**src/rtl/adc_if_pkg.sv**
```systemverilog
// Shared definitions for the DRDY/24-bit ADC frame interface.
// Used by the frame emitter and by the timing hub that consumes the frames.
package adc_if_pkg;

  // Data bits per frame; this is also the frame word width.
  localparam int unsigned READ_DCLKS     = 24;
  localparam int unsigned FRAME_W        = READ_DCLKS;

  // frame_idx counts modulo this value.
  localparam int unsigned FRAMES_PER_PWM = 8;
  localparam int unsigned FRAME_IDX_W    = 3;

  typedef enum logic {
    ST_SETTLE = 1'b0,
    ST_RUN    = 1'b1
  } adc_state_e;

endpackage

```
**src/rtl/toggle_sync_rx.sv**
```systemverilog
// Toggle-to-pulse receiver: 2FF synchroniser for a toggle from another
// clock domain, followed by an edge detector that produces a 1-clock pulse
// for every toggle.
module toggle_sync_rx (
  input  logic clk_i,
  input  logic rst_i,
  input  logic tog_i,
  output logic pulse_o
);

  (* ASYNC_REG = "TRUE" *) logic meta_q;
  (* ASYNC_REG = "TRUE" *) logic sync_q;
  logic                          last_q;

  // Two synchronising stages plus one stage of history for edge detection.
  always_ff @(posedge clk_i or posedge rst_i) begin
    if (rst_i) begin
      meta_q <= 1'b0;
      sync_q <= 1'b0;
      last_q <= 1'b0;
    end else begin
      meta_q <= tog_i;
      sync_q <= meta_q;
      last_q <= sync_q;
    end
  end

  assign pulse_o = sync_q ^ last_q;

endmodule

```
**src/rtl/adc_frame_emitter.sv**
```systemverilog
// ADC-side frame transmitter (dclk domain). Each sample period raises drdy
// for one dclk, then shifts a 24-bit word out MSB-first. A synchronised
// sync_tog edge restarts the period and suppresses drdy while settling.
// Optional build macro: ADC_TEST_RAMP_EN (adds ramp_mode test-pattern input).
module adc_frame_emitter
  import adc_if_pkg::*;
#(
  parameter int unsigned TS_DCLKS  = 128,
  parameter int unsigned SETTLE_TS = 7
) (
  input  logic                   dclk,
  input  logic                   rst_dclk,
  input  logic                   sync_tog,
  input  logic [FRAME_W-1:0]     sample_in,
  input  logic                   sample_valid,
`ifdef ADC_TEST_RAMP_EN
  input  logic                   ramp_mode,
`endif
  output logic                   drdy,
  output logic                   dout,
  output logic [FRAME_IDX_W-1:0] frame_idx,
  output logic                   settling,
  output logic                   underrun,
  output logic                   overrun
);

  localparam int unsigned PC_W  = $clog2(TS_DCLKS);
  localparam int unsigned SET_W = $clog2(SETTLE_TS + 1);

  localparam logic [PC_W-1:0]        PC_LAST     = PC_W'(TS_DCLKS - 1);
  localparam logic [PC_W-1:0]        PC_READ     = PC_W'(READ_DCLKS);
  localparam logic [SET_W-1:0]       SETTLE_LAST = SET_W'(SETTLE_TS - 1);
  localparam logic [FRAME_IDX_W-1:0] IDX_LAST    = FRAME_IDX_W'(FRAMES_PER_PWM - 1);

  adc_state_e               state_q, state_d;
  logic [PC_W-1:0]          pc_q, pc_d;
  logic [SET_W-1:0]         settle_q, settle_d;
  logic [FRAME_W-1:0]       hold_q, hold_d;
  logic                     hold_full_q, hold_full_d;
  logic [FRAME_W-1:0]       shift_q, shift_d;
  logic [FRAME_IDX_W-1:0]   idx_q, idx_d;
  logic                     settling_q, settling_d;
  logic                     underrun_q, underrun_d;
  logic                     overrun_q, overrun_d;
  logic                     drdy_q, drdy_d;
  logic                     dout_q, dout_d;
  logic                     sync_pulse;
  logic                     consume;
  logic                     ramp_sel;
`ifdef ADC_TEST_RAMP_EN
  logic [FRAME_W-1:0]       ramp_q, ramp_d;
  assign ramp_sel = ramp_mode;
`else
  assign ramp_sel = 1'b0;
`endif

  toggle_sync_rx u_sync (
    .clk_i   (dclk),
    .rst_i   (rst_dclk),
    .tog_i   (sync_tog),
    .pulse_o (sync_pulse)
  );

  assign consume = (state_q == ST_RUN) && (pc_q == '0);

  // Next-state: period schedule, holding register, sticky flags, sync abort.
  always_comb begin
    state_d     = state_q;
    pc_d        = (pc_q == PC_LAST) ? '0 : pc_q + PC_W'(1);
    settle_d    = settle_q;
    hold_d      = hold_q;
    hold_full_d = hold_full_q;
    shift_d     = shift_q;
    idx_d       = idx_q;
    settling_d  = settling_q;
    underrun_d  = underrun_q;
    overrun_d   = overrun_q;
`ifdef ADC_TEST_RAMP_EN
    ramp_d      = ramp_q;
`endif

    case (state_q)
      // The leave condition is evaluated in the last dclk of the final
      // settle period, so the first drdy lands exactly SETTLE_TS periods
      // after reset/sync.
      ST_SETTLE: begin
        if (pc_q == PC_LAST) begin
          if (settle_q == SETTLE_LAST) begin
            state_d    = ST_RUN;
            settling_d = 1'b0;
          end else begin
            settle_d = settle_q + SET_W'(1);
          end
        end
      end
      ST_RUN: begin
        if (pc_q == '0) begin
          if (ramp_sel) begin
`ifdef ADC_TEST_RAMP_EN
            shift_d = ramp_q;
`endif
          end else begin
            shift_d     = hold_q;
            hold_full_d = 1'b0;
            if (!hold_full_q) underrun_d = 1'b1;
          end
        end else if (pc_q <= PC_READ) begin
          shift_d = {shift_q[FRAME_W-2:0], 1'b0};
          if (pc_q == PC_READ) begin
            idx_d = (idx_q == IDX_LAST) ? '0 : idx_q + FRAME_IDX_W'(1);
`ifdef ADC_TEST_RAMP_EN
            if (ramp_sel) ramp_d = ramp_q + FRAME_W'(1);
`endif
          end
        end
      end
      default: state_d = ST_SETTLE;
    endcase

    // A load in the consume cycle replaces the word just taken, so the
    // register stays full and it is not an overrun.
    if (sample_valid) begin
      hold_d      = sample_in;
      hold_full_d = 1'b1;
      if (hold_full_q && !consume) overrun_d = 1'b1;
    end

    if (sync_pulse) begin
      state_d    = ST_SETTLE;
      pc_d       = '0;
      settle_d   = '0;
      settling_d = 1'b1;
      idx_d      = '0;
      underrun_d = 1'b0;
      overrun_d  = 1'b0;
`ifdef ADC_TEST_RAMP_EN
      ramp_d     = '0;
`endif
    end

    // Outputs are registered from the next state so they change only on
    // the rising edge and are glitch-free at the receiver.
    drdy_d = (state_d == ST_RUN) && (pc_d == '0);
    dout_d = ((state_d == ST_RUN) && (pc_d != '0) && (pc_d <= PC_READ))
             ? shift_d[FRAME_W-1] : 1'b0;
  end

  // State registers with asynchronous reset.
  always_ff @(posedge dclk or posedge rst_dclk) begin
    if (rst_dclk) begin
      state_q     <= ST_SETTLE;
      pc_q        <= '0;
      settle_q    <= '0;
      hold_q      <= '0;
      hold_full_q <= 1'b0;
      shift_q     <= '0;
      idx_q       <= '0;
      settling_q  <= 1'b1;
      underrun_q  <= 1'b0;
      overrun_q   <= 1'b0;
      drdy_q      <= 1'b0;
      dout_q      <= 1'b0;
`ifdef ADC_TEST_RAMP_EN
      ramp_q      <= '0;
`endif
    end else begin
      state_q     <= state_d;
      pc_q        <= pc_d;
      settle_q    <= settle_d;
      hold_q      <= hold_d;
      hold_full_q <= hold_full_d;
      shift_q     <= shift_d;
      idx_q       <= idx_d;
      settling_q  <= settling_d;
      underrun_q  <= underrun_d;
      overrun_q   <= overrun_d;
      drdy_q      <= drdy_d;
      dout_q      <= dout_d;
`ifdef ADC_TEST_RAMP_EN
      ramp_q      <= ramp_d;
`endif
    end
  end

  assign drdy      = drdy_q;
  assign dout      = dout_q;
  assign frame_idx = idx_q;
  assign settling  = settling_q;
  assign underrun  = underrun_q;
  assign overrun   = overrun_q;

endmodule

```
**config.mk**
```make
export PLATFORM = sky130hd
export DESIGN_NAME = adc_frame_emitter
export DESIGN_NICKNAME = d
export VERILOG_FILES = /design/src/rtl/adc_if_pkg.sv /design/src/rtl/toggle_sync_rx.sv /design/src/rtl/adc_frame_emitter.sv
export SDC_FILE = /design/constraint.sdc
export NUM_CORES = 1
export LEC_CHECK = 0
export ABC_AREA = 1
export BUFFER_PORTS_ARGS = -buffer_cell sky130_fd_sc_hd__buf_2
export CAP_MARGIN = 20
export CORE_ASPECT_RATIO = 0.9
export CORE_MARGIN = 1
export CORE_UTILIZATION = 58
export DETAILED_ROUTE_END_ITERATION = 8
export PLACE_DENSITY = 0.9
export SLEW_MARGIN = 15
export SYNTH_ARGS = -nofsm -noshare
export SYNTH_HDL_FRONTEND = slang
export SYNTH_SLANG_ARGS = --single-unit
```
**constraint.sdc**
```tcl
create_clock -name dclk -period 2.3 [get_ports dclk]
set_input_delay 0.23 -clock dclk [delete_from_list [all_inputs] [get_ports dclk]]
set_output_delay 0.23 -clock dclk [all_outputs]
set_load 0.02 [all_outputs]
```
==> Word level (Yosys, flattened, before mapping) <==
Index checks and enable logic that the tools add are counted.
{ "totals": {"regBits": 71, "latch_bits": 0, "mem_bits_rw": 0, "mem_bits_ro": 0, "n_memories": 0} }
{ "classes": {"addsub": 3, "multipliers": 0, "div_mod_pow": 0, "n_lt_le_gt_ge": 2, "eq_ne": 8, "shift": 0, "muxes": 34, "bitwise": 1, "n_reduce_logical": 27} }
{ "op_table": {"columns": ["op", "n"], "rows": [
  ["24-bit two-way mux", 3],
  ["3-bit two-way mux", 10],
  ["2-bit nonzero test", 11],
  ["1-bit two-way mux", 19],
  ["7-bit by 5-bit less-or-equal comparator with 1-bit output (second input constant)", 2],
  ["7-bit zero test", 2],
  ["7-bit two-way mux", 2],
  ["3-bit AND reduction", 3],
  ["7-bit by 1-bit adder with 7-bit output (second input constant)", 1],
  ["7-bit by 5-bit equality test with 1-bit output (second input constant)", 1],
  ["7-bit equality test (second input constant)", 1],
  ["7-bit nonzero test", 1],
  ["3-bit by 1-bit adder with 3-bit output (second input constant)", 2],
  ["3-bit equality test (second input constant)", 2],
  ["2-bit AND reduction", 3],
  ["1-bit logical AND", 5],
  ["2-bit by 1-bit != test with 1-bit output (second input constant)", 2],
  ["2-bit != test (second input constant)", 2],
  ["4-bit AND reduction", 1],
  ["1-bit zero test", 1],
  ["1-bit bitwise XOR", 1]
]} }

==> Logic depth before layout (Yosys ltp) <==
Gate-level depths: netlist of the first run.
{ "logic_depth": {"word_depth": 8, "mapped_depth": 11} }

==> By module <==
From an unflattened synthesis of the first run, not the netlist that was laid out.
{ "hier_totals": {"hier_cells": 395, "hier_area_um2": 3285.7} }
{ "by_module_without_submodules": {"columns": ["module", "instances", "cells_each", "area_each_um2", "seq_area_each_um2"], "rows": [
  ["adc_frame_emitter", 1, 386, 3188.1, 1702.9],
  ["toggle_sync_rx", 1, 9, 97.6, 75.1]
]} }

==> Worst setup path before layout of the first run <==
Ideal clock, no wire load.
{ "synth_path": {"path_kind": "register to register", "startpoint": "register pc_q[0]", "endpoint": "register overrun_q, in the netlist overrun", "setup_ns": 0.119, "arrival_ns": 1.323, "setup_slack_ns": 0.858, "stages_incl_launch_ff": 11, "path_buffers": 0, "synth_period_minus_slack_ns": 1.442, "path_cell_list": "dfrtp_1 inv_1 ha_1 nand2_1 inv_2 nand3_4 nor2_1 nor2_1 inv_2 nor2_1 o21a_1"} }
{ "synth_via": {"elab_chain_len": 6} }
{ "synth_lines": {"columns": ["item", "line", "text"], "rows": [
  ["start, declared", "adc_frame_emitter.sv:36", "logic [PC_W-1:0] pc_q, pc_d;"],
  ["start signal, assigned", "adc_frame_emitter.sv:168", "pc_q <= pc_d;"],
  ["7-bit zero test", "adc_frame_emitter.sv:64", "assign consume = (state_q == ST_RUN) && (pc_q == '0);"],
  ["1-bit logical AND", "adc_frame_emitter.sv:64", null],
  ["1-bit zero test", "adc_frame_emitter.sv:125", "if (hold_full_q && !consume) overrun_d = 1'b1;"],
  ["1-bit logical AND", "adc_frame_emitter.sv:125", null],
  ["2-bit nonzero test (no line)", null, null],
  ["2-bit AND reduction (no line)", null, null],
  ["end signal, assigned", "adc_frame_emitter.sv:176", "overrun_q <= overrun_d;"],
  ["end, declared", "adc_frame_emitter.sv:44", "logic overrun_q, overrun_d;"]
]} }
No other way between the ends.
A chain may end at the register's enable or synchronous reset.

==> Final worst setup path of the first run <==
{ "layout_path": {"startpoint": "register pc_q[0]", "endpoint": "register shift_q[6]"} }
{ "layout_via": {"elab_chain_len": 3, "elab_cells_between_ends": 5, "classes_between": "order compare: 1; mux: 1; reduce/logical: 3"} }
{ "layout_lines": {"columns": ["item", "line", "text"], "rows": [
  ["7-bit by 5-bit less-or-equal comparator with 1-bit output or 7-bit zero test (tied branches)", "adc_frame_emitter.sv:107, adc_frame_emitter.sv:97", null],
  ["2-bit nonzero test (no line)", null, null],
  ["2-bit AND reduction (no line)", null, null],
  ["end signal, assigned", "adc_frame_emitter.sv:172", "shift_q <= shift_d;"],
  ["end, declared", "adc_frame_emitter.sv:40", "logic [FRAME_W-1:0] shift_q, shift_d;"]
]} }
Parallel ways exist; a longest one is shown, timed or not.

==> results_dict.tcl, run 1 <==
set metrics [dict create \
    ant_nets 0 \
    area_growth_pct 13.17 \
    hold_ws_ps -8.551 \
    hold_viol 6 \
    core-area_mm2 0.005318 \
    finalNetCount 457 \
    routed_wl_um 6277 \
    leakage_uw 0.002008 \
    cp_top_family "buffers and inverters" \
    avgViaCountPerCell 5.144 \
    cts_resized 0 \
    worstMarginPinSlew_ps 729.7 \
    slowest_delay_ps 490 \
    postSynthCellCount 385 \
    cts_made_buffers 9 \
    clock_path_buffers 2 \
    drtIter0Drc 170 \
    status "finished, violations left" \
    synth_edf_count 0 \
    path_class "flip-flop to flip-flop" \
    grt_usage_pct 24.29 \
    layout-drive-gt1-share_pct 15.96 \
    start_kind "flip-flop" \
    grt_max_degree 46 \
    clock_skew_ps 9.189 \
    rr_startpoint "pc_q[0]" \
    initial_core_util_pct 61.08 \
    synth_area_mm2 0.003248 \
    yosys_register_bits 71 \
    end_kind "flip-flop" \
    seq_area_frac_synth_pct 54.74 \
    routedWlPerCell_um 12.73 \
    grt_pass1_wl_um 10460 \
    dpl_cell_area_mm2 0.003487 \
    slew_viol_final 0 \
    cp_common_cell "nand2_1" \
    drc_errors 0 \
    die-area_mm2 0.005904 \
    io-pin-count 36 \
    rows 25 \
    critPathLaunch "pc_q[0]" \
    async_reset_ff_share_pct 100.0 \
    portBuffers 35 \
    ys_types 32 \
    finalWeightedCongestion 0.8832 \
    clock-sinks 71 \
    diodes 0 \
    ff2ff_setup_slack_ps 290 \
    fin_cells 493 \
    fp.dieH_um 73.00 \
    cts_setup_buffers 0 \
    syn_area_per_cell_um2 8.437 \
    fin_crit_sh_pct 87.34 \
    irDropWorstVdd_mv 0.6405 \
    yosys.area.top_type "dfrtp_1" \
    dr_total_vias 2536 \
    cp_max_fo 45 \
    violations "hold timing" \
    post-place-cells 478 \
    first_pass_iters 4 \
    pwr_density_cell_mw_per_mm2 721.0 \
    area.sequential_mm2 0.001778 \
    htree_levels 3 \
    cp.arrival_ps 2260 \
    period_needed_ps 2009 \
    critical_path_required_ps 2550 \
    fmax_ghz 0.4978 \
    final_area_mm2 0.003676 \
    clk_pin_slew_ps 70 \
    synth_ff_type "dfrtp_1" \
    synth_top_area_share_pct 53.93 \
    cts_tree "built" \
    ctsRootBufferMaster "clkbuf_8" \
    yosysWarningCount 0 \
    tns_ps 0 \
    hpwl_um 4358 \
    grt-ovfl-total 0 \
    grt_antenna_before_repair 0 \
    synthTopCellsByArea "dfrtp_1, nand2_1, inv_1" \
    syn-num-nets 419 \
    fillers 433 \
    maxSlewHeadroom_pct 51.05 \
    holdBufCountCts 1 \
    setup_viol 0 \
    finish.utilization_pct 69.13 \
    hold_class "primary input to async pin" \
    rsz0062_at_grt "no" \
    grt_pass1_vias 2402 \
    clkLatencyLatePin_ps 350 \
    cp_slowest_cell "inv_2" \
    max-cap-violations 0 \
    cp_cell_sequence "inv_1 -> ha_1 -> nand2_1 -> nand2_1 -> nand3_1 -> inv_2 -> o21ai_0 -> o22ai_1" \
    path_buf_inv 2 \
    die_x_um 80.88 \
    multi_input_area_mm2 0.001135 \
]
[path summary, 6_finish.rpt]
check	endpoint	cells after the start
worst max-delay path	shift_q[6]	8
worst min register to register	u_sync.sync_q	0
worst min-delay path	shift_q[17]	2
max in group asynchronous	settling	3
min in group dclk	hold_q[1]	3
worst max register to register	shift_q[6]	8
[cell families after synthesis]
| family | synth area share, % |
|---|---|
| buf+inv | 10.32 |
| compound gates | 10.82 |
| xor+xnor | 1.117 |
| simple gates | 20.69 |
| flops | 54.74 |
| fa+ha+maj | 2.311 |
[sequential cells by signal (all words and copies together), names as in the netlist]
name and flops:
settle_q 3, hold_q 24, state_q 1, hold_full_q 1, u_sync.meta_q 1, overrun 1, u_sync.last_q 1, shift_q 24
pc_q 7, u_sync.sync_q 1, settling 1, dout 1, drdy 1, frame_idx 3, underrun 1
[metal layers]
layer  vias up  routed length [um]  GRT usage [%]  share of wire [%]
li1       1264                   -              -                  -
met2        72                3114          40.24                 50
met4         0                  93          12.10                1.5
met3        10                 355          6.750                5.7
met1      1190                2714          29.12                 43
met5         -                   0              0                  0
[synth_stat cells (all sizes together), types with 6 or more instances]
cell type / instances
nand3: 14
clkbuf: 7
inv: 71
buf: 6
ha: 6
nor2: 23
a21oi: 6
dfrtp: 70
o21ai: 29
o22ai: 22
nand2: 121
[placed cells by master (no fill, tap or decap), types with 6 or more instances in the layout]
cell and instances:
buf_2 35, clkbuf_8 10, dfrtp_1 70, ha_1 6, inv_1 65, nand2_1 120
nand3_1 12, nor2_1 18, o21ai_0 25, o22ai_1 22
[through the flow]
stage / power [uW] / setup WS [ps]
2_1_floorplan: 1624 / 275.1
6_report: 2651 / 291.1
5_1_grt: 2767 / 79.27
4_1_cts: 2670 / 332.0
3_5_place_dp: 1728 / 348.1
3_3_place_gp: 1698 / 553.9
[cell type report]
| cell class | instances | share of cell area, % |
|---|---|---|
| clock buffer | 13 | 4.050 |
| tap | 67 | 2.280 |
| timing repair buffer | 40 | 6.195 |
| multi-input combinational | 229 | 30.87 |
| inverter | 72 | 7.420 |
| sequential | 71 | 48.37 |
| clock inverter | 1 | 0.8169 |
[report_power, final]
group,switching (uW),internal [uW]
Clock,425,520
Combinational,251,122
Sequential,33.3,1300
Total,710,1940
Power figures use the tool's default switching activity.
==> run 2: changes to the inputs <==
BUFFER_PORTS_ARGS = default   (was -buffer_cell sky130_fd_sc_hd__buf_2)
DONT_BUFFER_PORTS = 1   (was default)
PLACE_DENSITY = 0.85   (was 0.9)
==> run 2 against run 1 <==
Combinational power is 2% higher. Sequential share of layout area fell by 1.2 points. Global-route usage increased by 2.0 points. Cell count fell by 2.6%. Critical endpoint is now shift_q[9]. Clock-buffer cell count shrank 3. Final area up 2.6%. Clock power grew 28%. Critical path depth is the same. Largest power group unchanged. Die area did not move. Register-to-register slack better by 60 ps. Non-clock buffer count is 15 lower. Largest cell class unchanged. Maximum frequency up 3.1%. The run now ends clean.
==> results_dict.tcl, run 2 (synthesized netlist as in run 1, its figures left out) <==
set metrics [dict create \
    end_kind "flip-flop" \
    dpl_cell_area_mm2 0.003297 \
    clock_skew_ps 7.054 \
    portBuffers 0 \
    rsz0062_at_grt "no" \
    max-cap-violations 0 \
    ant_nets 0 \
    fin_crit_sh_pct 84.68 \
    grt_pass1_wl_um 11210 \
    tns_ps 0 \
    cp_max_fo 45 \
    fmax_ghz 0.5134 \
    finalWorstSetupSlack_ps 352.3 \
    dr_total_vias 2525 \
    fillers 376 \
    cp.arrival_ps 2200 \
    layout-drive-gt1-share_pct 8.717 \
    irDropWorstVdd_mv 0.5068 \
    cp_slowest_cell "inv_2" \
    pwr_density_cell_mw_per_mm2 775.9 \
    rows 25 \
    reg_top3 "hold_q (24), shift_q (24), pc_q (7)" \
    clock-sinks 71 \
    cts_resized 0 \
    first_pass_iters 4 \
    finish.utilization_pct 70.94 \
    ff2ff_setup_slack_ps 350 \
    grt_max_degree 72 \
    core-area_mm2 0.005318 \
    grt_pass1_vias 2506 \
    hold_class "primary input to flip-flop" \
    clkLatencyLatePin_ps 350 \
    period_needed_ps 1948 \
    multi_input_area_mm2 0.001135 \
    die-area_mm2 0.005904 \
    cp_common_cell "nand2_1" \
    finalNetCount 442 \
    grt_antenna_before_repair 0 \
    grt_usage_pct 26.33 \
    initial_core_util_pct 61.08 \
    drtIter0Drc 163 \
    hold_depth 2 \
    drc_errors 0 \
    final_area_mm2 0.003772 \
    area_growth_pct 16.14 \
    start_kind "flip-flop" \
    final_cell_mix "nand2_1, dfrtp_1, inv_1, o21ai_0, dlygate4sd3_1" \
    cts_tree "built" \
    grt-ovfl-total 0 \
    cp_top_family "buffers and inverters" \
    cp_cell_sequence "inv_1 -> ha_1 -> nand2_1 -> nand2_1 -> nand3_1 -> inv_2 -> o21ai_0 -> o22ai_1" \
    maxSlewHeadroom_pct 50.81 \
    avgViaCountPerCell 5.260 \
    setup_viol 0 \
    slowest_delay_ps 470 \
    die_x_um 80.88 \
    clk_pin_slew_ps 70 \
    reg2reg_depth 8 \
    clock_path_buffers 2 \
    layout_commonest_cell "nand2_1" \
    path_buf_inv 2 \
    slew_viol_final 0 \
    post-place-cells 441 \
    htree_levels 3 \
    fp.dieH_um 73.00 \
    path_class "flip-flop to flip-flop" \
    ctsRootBufferMaster "clkbuf_8" \
    path_depth 8 \
    routed_wl_um 6703 \
    diodes 0 \
    finalWeightedCongestion 0.8639 \
    worstMarginPinSlew_ps 735.4 \
    pre_cts_slack_ps 425.8 \
    io-pin-count 36 \
    critical_path_required_ps 2560 \
    fin_cells 480 \
    hpwl_um 3865 \
    routedWlPerCell_um 13.96 \
    cts_made_buffers 9 \
    status "finished clean" \
    area.sequential_mm2 0.001778 \
    leakage_uw 0.001975 \
    hold_viol 0 \
]
[run 2: cell count changes in the layout (fill, tap and decap cells not counted)]
cell / previous run / this run
clkinv_2: 0 / 2
buf_2: 35 / 0
clkinvlp_4: 0 / 1
dlygate4sd3_1: 1 / 23
clkbuf_1: 3 / 0
bufinv_16: 1 / 3
buf_4: 3 / 1
[run 2: metal layers]
| layer | wire length [um] | vias to the layer above | part of all wire (%) | track usage (%) |
|---|---|---|---|---|
| li1 | - | 1234 | - | - |
| met1 | 2887 | 1199 | 43 | 31.54 |
| met2 | 3351 | 76 | 50 | 43.79 |
| met3 | 318 | 16 | 4.7 | 8.125 |
| met4 | 145 | 0 | 2.2 | 11.51 |
| met5 | 0 | - | 0 | 0 |
[run 2: cell type report]
class / count / share of cell area, %
multi-input cells: 229 / 30.08
inverters: 72 / 7.231
repair buffers: 25 / 6.832
clock buffers: 10 / 3.648
flip-flops and latches: 71 / 47.13
clock inverters: 6 / 2.852
well taps: 67 / 2.222
[run 2: worst paths after layout]
check / from / end
max in group asynchronous: rst_dclk / settling
hold / removal: sample_valid / hold_q[10]
min in group asynchronous: rst_dclk / frame_idx[0]
setup reg to reg: pc_q[0] / shift_q[9]
setup / recovery: pc_q[0] / shift_q[9]
hold reg to reg: u_sync.meta_q / u_sync.sync_q
[run 2: power by group]
| group | switching, uW | internal [uW] |
|---|---|---|
| registers | 38.1 | 1300 |
| clock network | 467 | 746 |
| logic | 251 | 127 |
| total | 756 | 2170 |
[run 2: stage by stage]
step / hold slack [ps] / total power [uW]
detailed placement: 228.5 / 1686
finish: 16.16 / 2927
global route: 4.412 / 3061
CTS: 0.4667 / 2937
floorplan: 261.4 / 1624
global placement: 222.1 / 1669
[run 2: what timing repair did]
| item | CTS | global route |
|---|---|---|
| hold buffers | 23 | 0 |
| setup buffers | 0 | 0 |
| hold endpoints to repair | 90 | 0 |
==> run 3: changes to the inputs <==
CORE_UTILIZATION = 56   (was 58)
clock period = 1.6 ns   (was 2.3 ns; I/O delays follow)
==> run 3 against run 2 <==
Register-to-register slack worse by 330 ps. Critical path type unchanged. Largest cell class unchanged. Via count increased by 6.5%. Maximum frequency up 23%. Sequential share of layout area fell by 2.5 points. Clock skew up 3.9 ps. Utilization up 2.7 points. Highest routed layer unchanged. Power rose by 35%.
==> results_dict.tcl, run 3 (synthesized netlist as in run 1, its figures left out) <==
set metrics [dict create \
    status "finished clean" \
    grt_antenna_before_repair 0 \
    cp_top_family "buffers and inverters" \
    slew_viol_final 0 \
    maxSlewHeadroom_pct 40.17 \
    grt_usage_pct 26.48 \
    grt_pass1_wl_um 11480 \
    final_cell_mix "nand2_1, dfrtp_1, inv_1, dlygate4sd3_1, o22ai_1" \
    clkLatencyLatePin_ps 350 \
    tns_ps 0 \
    clock_skew_ps 10.96 \
    pre_cts_slack_ps 83.87 \
    portBuffers 0 \
    cp_slowest_cell "dfrtp_1" \
    area_growth_pct 22.73 \
    grt_max_degree 46 \
    start_kind "flip-flop" \
    fin_crit_sh_pct 98.89 \
    end_kind "flip-flop" \
    diodes 0 \
    hold_ws_ps 139.2 \
    cp_max_fo 20 \
    grt_pass1_vias 2515 \
    leakage_uw 0.002045 \
    finalWorstSetupSlack_ps 17.74 \
    drc_errors 0 \
    path_class "flip-flop to flip-flop" \
    rsz0062_at_grt "yes" \
    htree_levels 3 \
    setup_viol 0 \
    pwr_density_cell_mw_per_mm2 988.5 \
    die_x_um 82.28 \
    slowest_delay_ps 390 \
    path_depth 9 \
    dr_total_vias 2689 \
    fp.dieH_um 74.25 \
    core-area_mm2 0.005411 \
    ff2ff_setup_slack_ps 20 \
    max-cap-violations 0 \
    io-pin-count 36 \
    clock_path_buffers 2 \
    hpwl_um 4209 \
    worstMarginPinSlew_ps 894.4 \
    irDropWorstVdd_mv 1.026 \
    avgViaCountPerCell 5.410 \
    critical_path_required_ps 1820 \
    fillers 341 \
    die-area_mm2 0.006109 \
    cp_cell_sequence "inv_1 -> ha_1 -> nand2_1 -> inv_2 -> nand3_4 -> buf_4 -> nand2_1 -> inv_1 -> o22ai_1" \
    r2r_end "shift_q[13]" \
    hold_class "primary input to flip-flop" \
    critPathLaunch "pc_q[1]" \
    finish.utilization_pct 73.66 \
    reg2reg_depth 9 \
    finalNetCount 459 \
    routedWlPerCell_um 15.50 \
    reg_top3 "hold_q (24), shift_q (24), pc_q (7)" \
    clk_pin_slew_ps 70 \
    ctsRootBufferMaster "clkbuf_8" \
    path_buf_inv 4 \
    cts_tree "built" \
    clock-sinks 71 \
    initial_core_util_pct 60.02 \
    cts_made_buffers 9 \
    routed_wl_um 7704 \
    ant_nets 0 \
    rr_startpoint "pc_q[1]" \
    rows 25 \
    layout_commonest_cell "nand2_1" \
    fmax_ghz 0.6320 \
    power_uw 3940 \
    drtIter0Drc 247 \
    cp.arrival_ps 1810 \
    layout-drive-gt1-share_pct 13.02 \
    period_needed_ps 1582 \
    cp-endpoint "shift_q[13]" \
    finalWeightedCongestion 0.8444 \
    first_pass_iters 5 \
    hold_viol 0 \
    grt-ovfl-total 0 \
    hold_depth 3 \
]
run 3: how the worst min path moves through the flow:
stage,slack [ps],start,to
after floorplan,190,sync_tog,u_sync.meta_q
after global placement,140,rst_dclk,u_sync.meta_q
after detailed placement,150,rst_dclk,hold_q[22]
after CTS,130,sample_valid,hold_full_q
after global routing,150,sample_valid,hold_full_q
final,140,sample_valid,hold_full_q
run 3: layout make-up:
type	count	area (um2)	share of cell area, %
Sequential cell	71	1778	44.60
Multi-Input combinational cell	229	1181	29.63
Timing Repair Buffer	42	478.0	11.99
Inverter	72	279.0	6.999
Clock buffer	15	156.4	3.923
Tap cell	67	83.83	2.103
Clock inverter	1	30.03	0.7533
run 3: power breakdown:
group          switching [uW]  internal [uW]  leakage (uW)
Sequential               59.1           1870      0.000930
Clock                     622            767     0.0000919
Combinational             396            228       0.00102
Total                    1080           2860       0.00205
run 3: worst min-delay path, stage by stage:
cell and delay, ps:
clkinv_1 40, buf_4 180, nand2_1 70
run 3: timing repair:
action	4_1_cts	5_1_grt
hold endpoints to repair	51	0
hold buffers	28	0
endpoints found under the setup margin	0	27
resized for setup	0	23
setup buffers	0	1
run 3: per-layer routing:
metal | global-route usage (%) | up-vias | wire length, um
li1 | - | 1278 | -
met1 | 33.01 | 1312 | 3254
met2 | 42.88 | 86 | 3926
met3 | 9.448 | 13 | 409
met4 | 9.357 | 0 | 113
met5 | 0 | - | 0
run 3: metrics by stage:
stage               cells  cell area [um2]
finish                497             3986
global route          497             3986
CTS                   493             3852
detailed placement    449             3386
global placement      449             3386
floorplan             385             3252
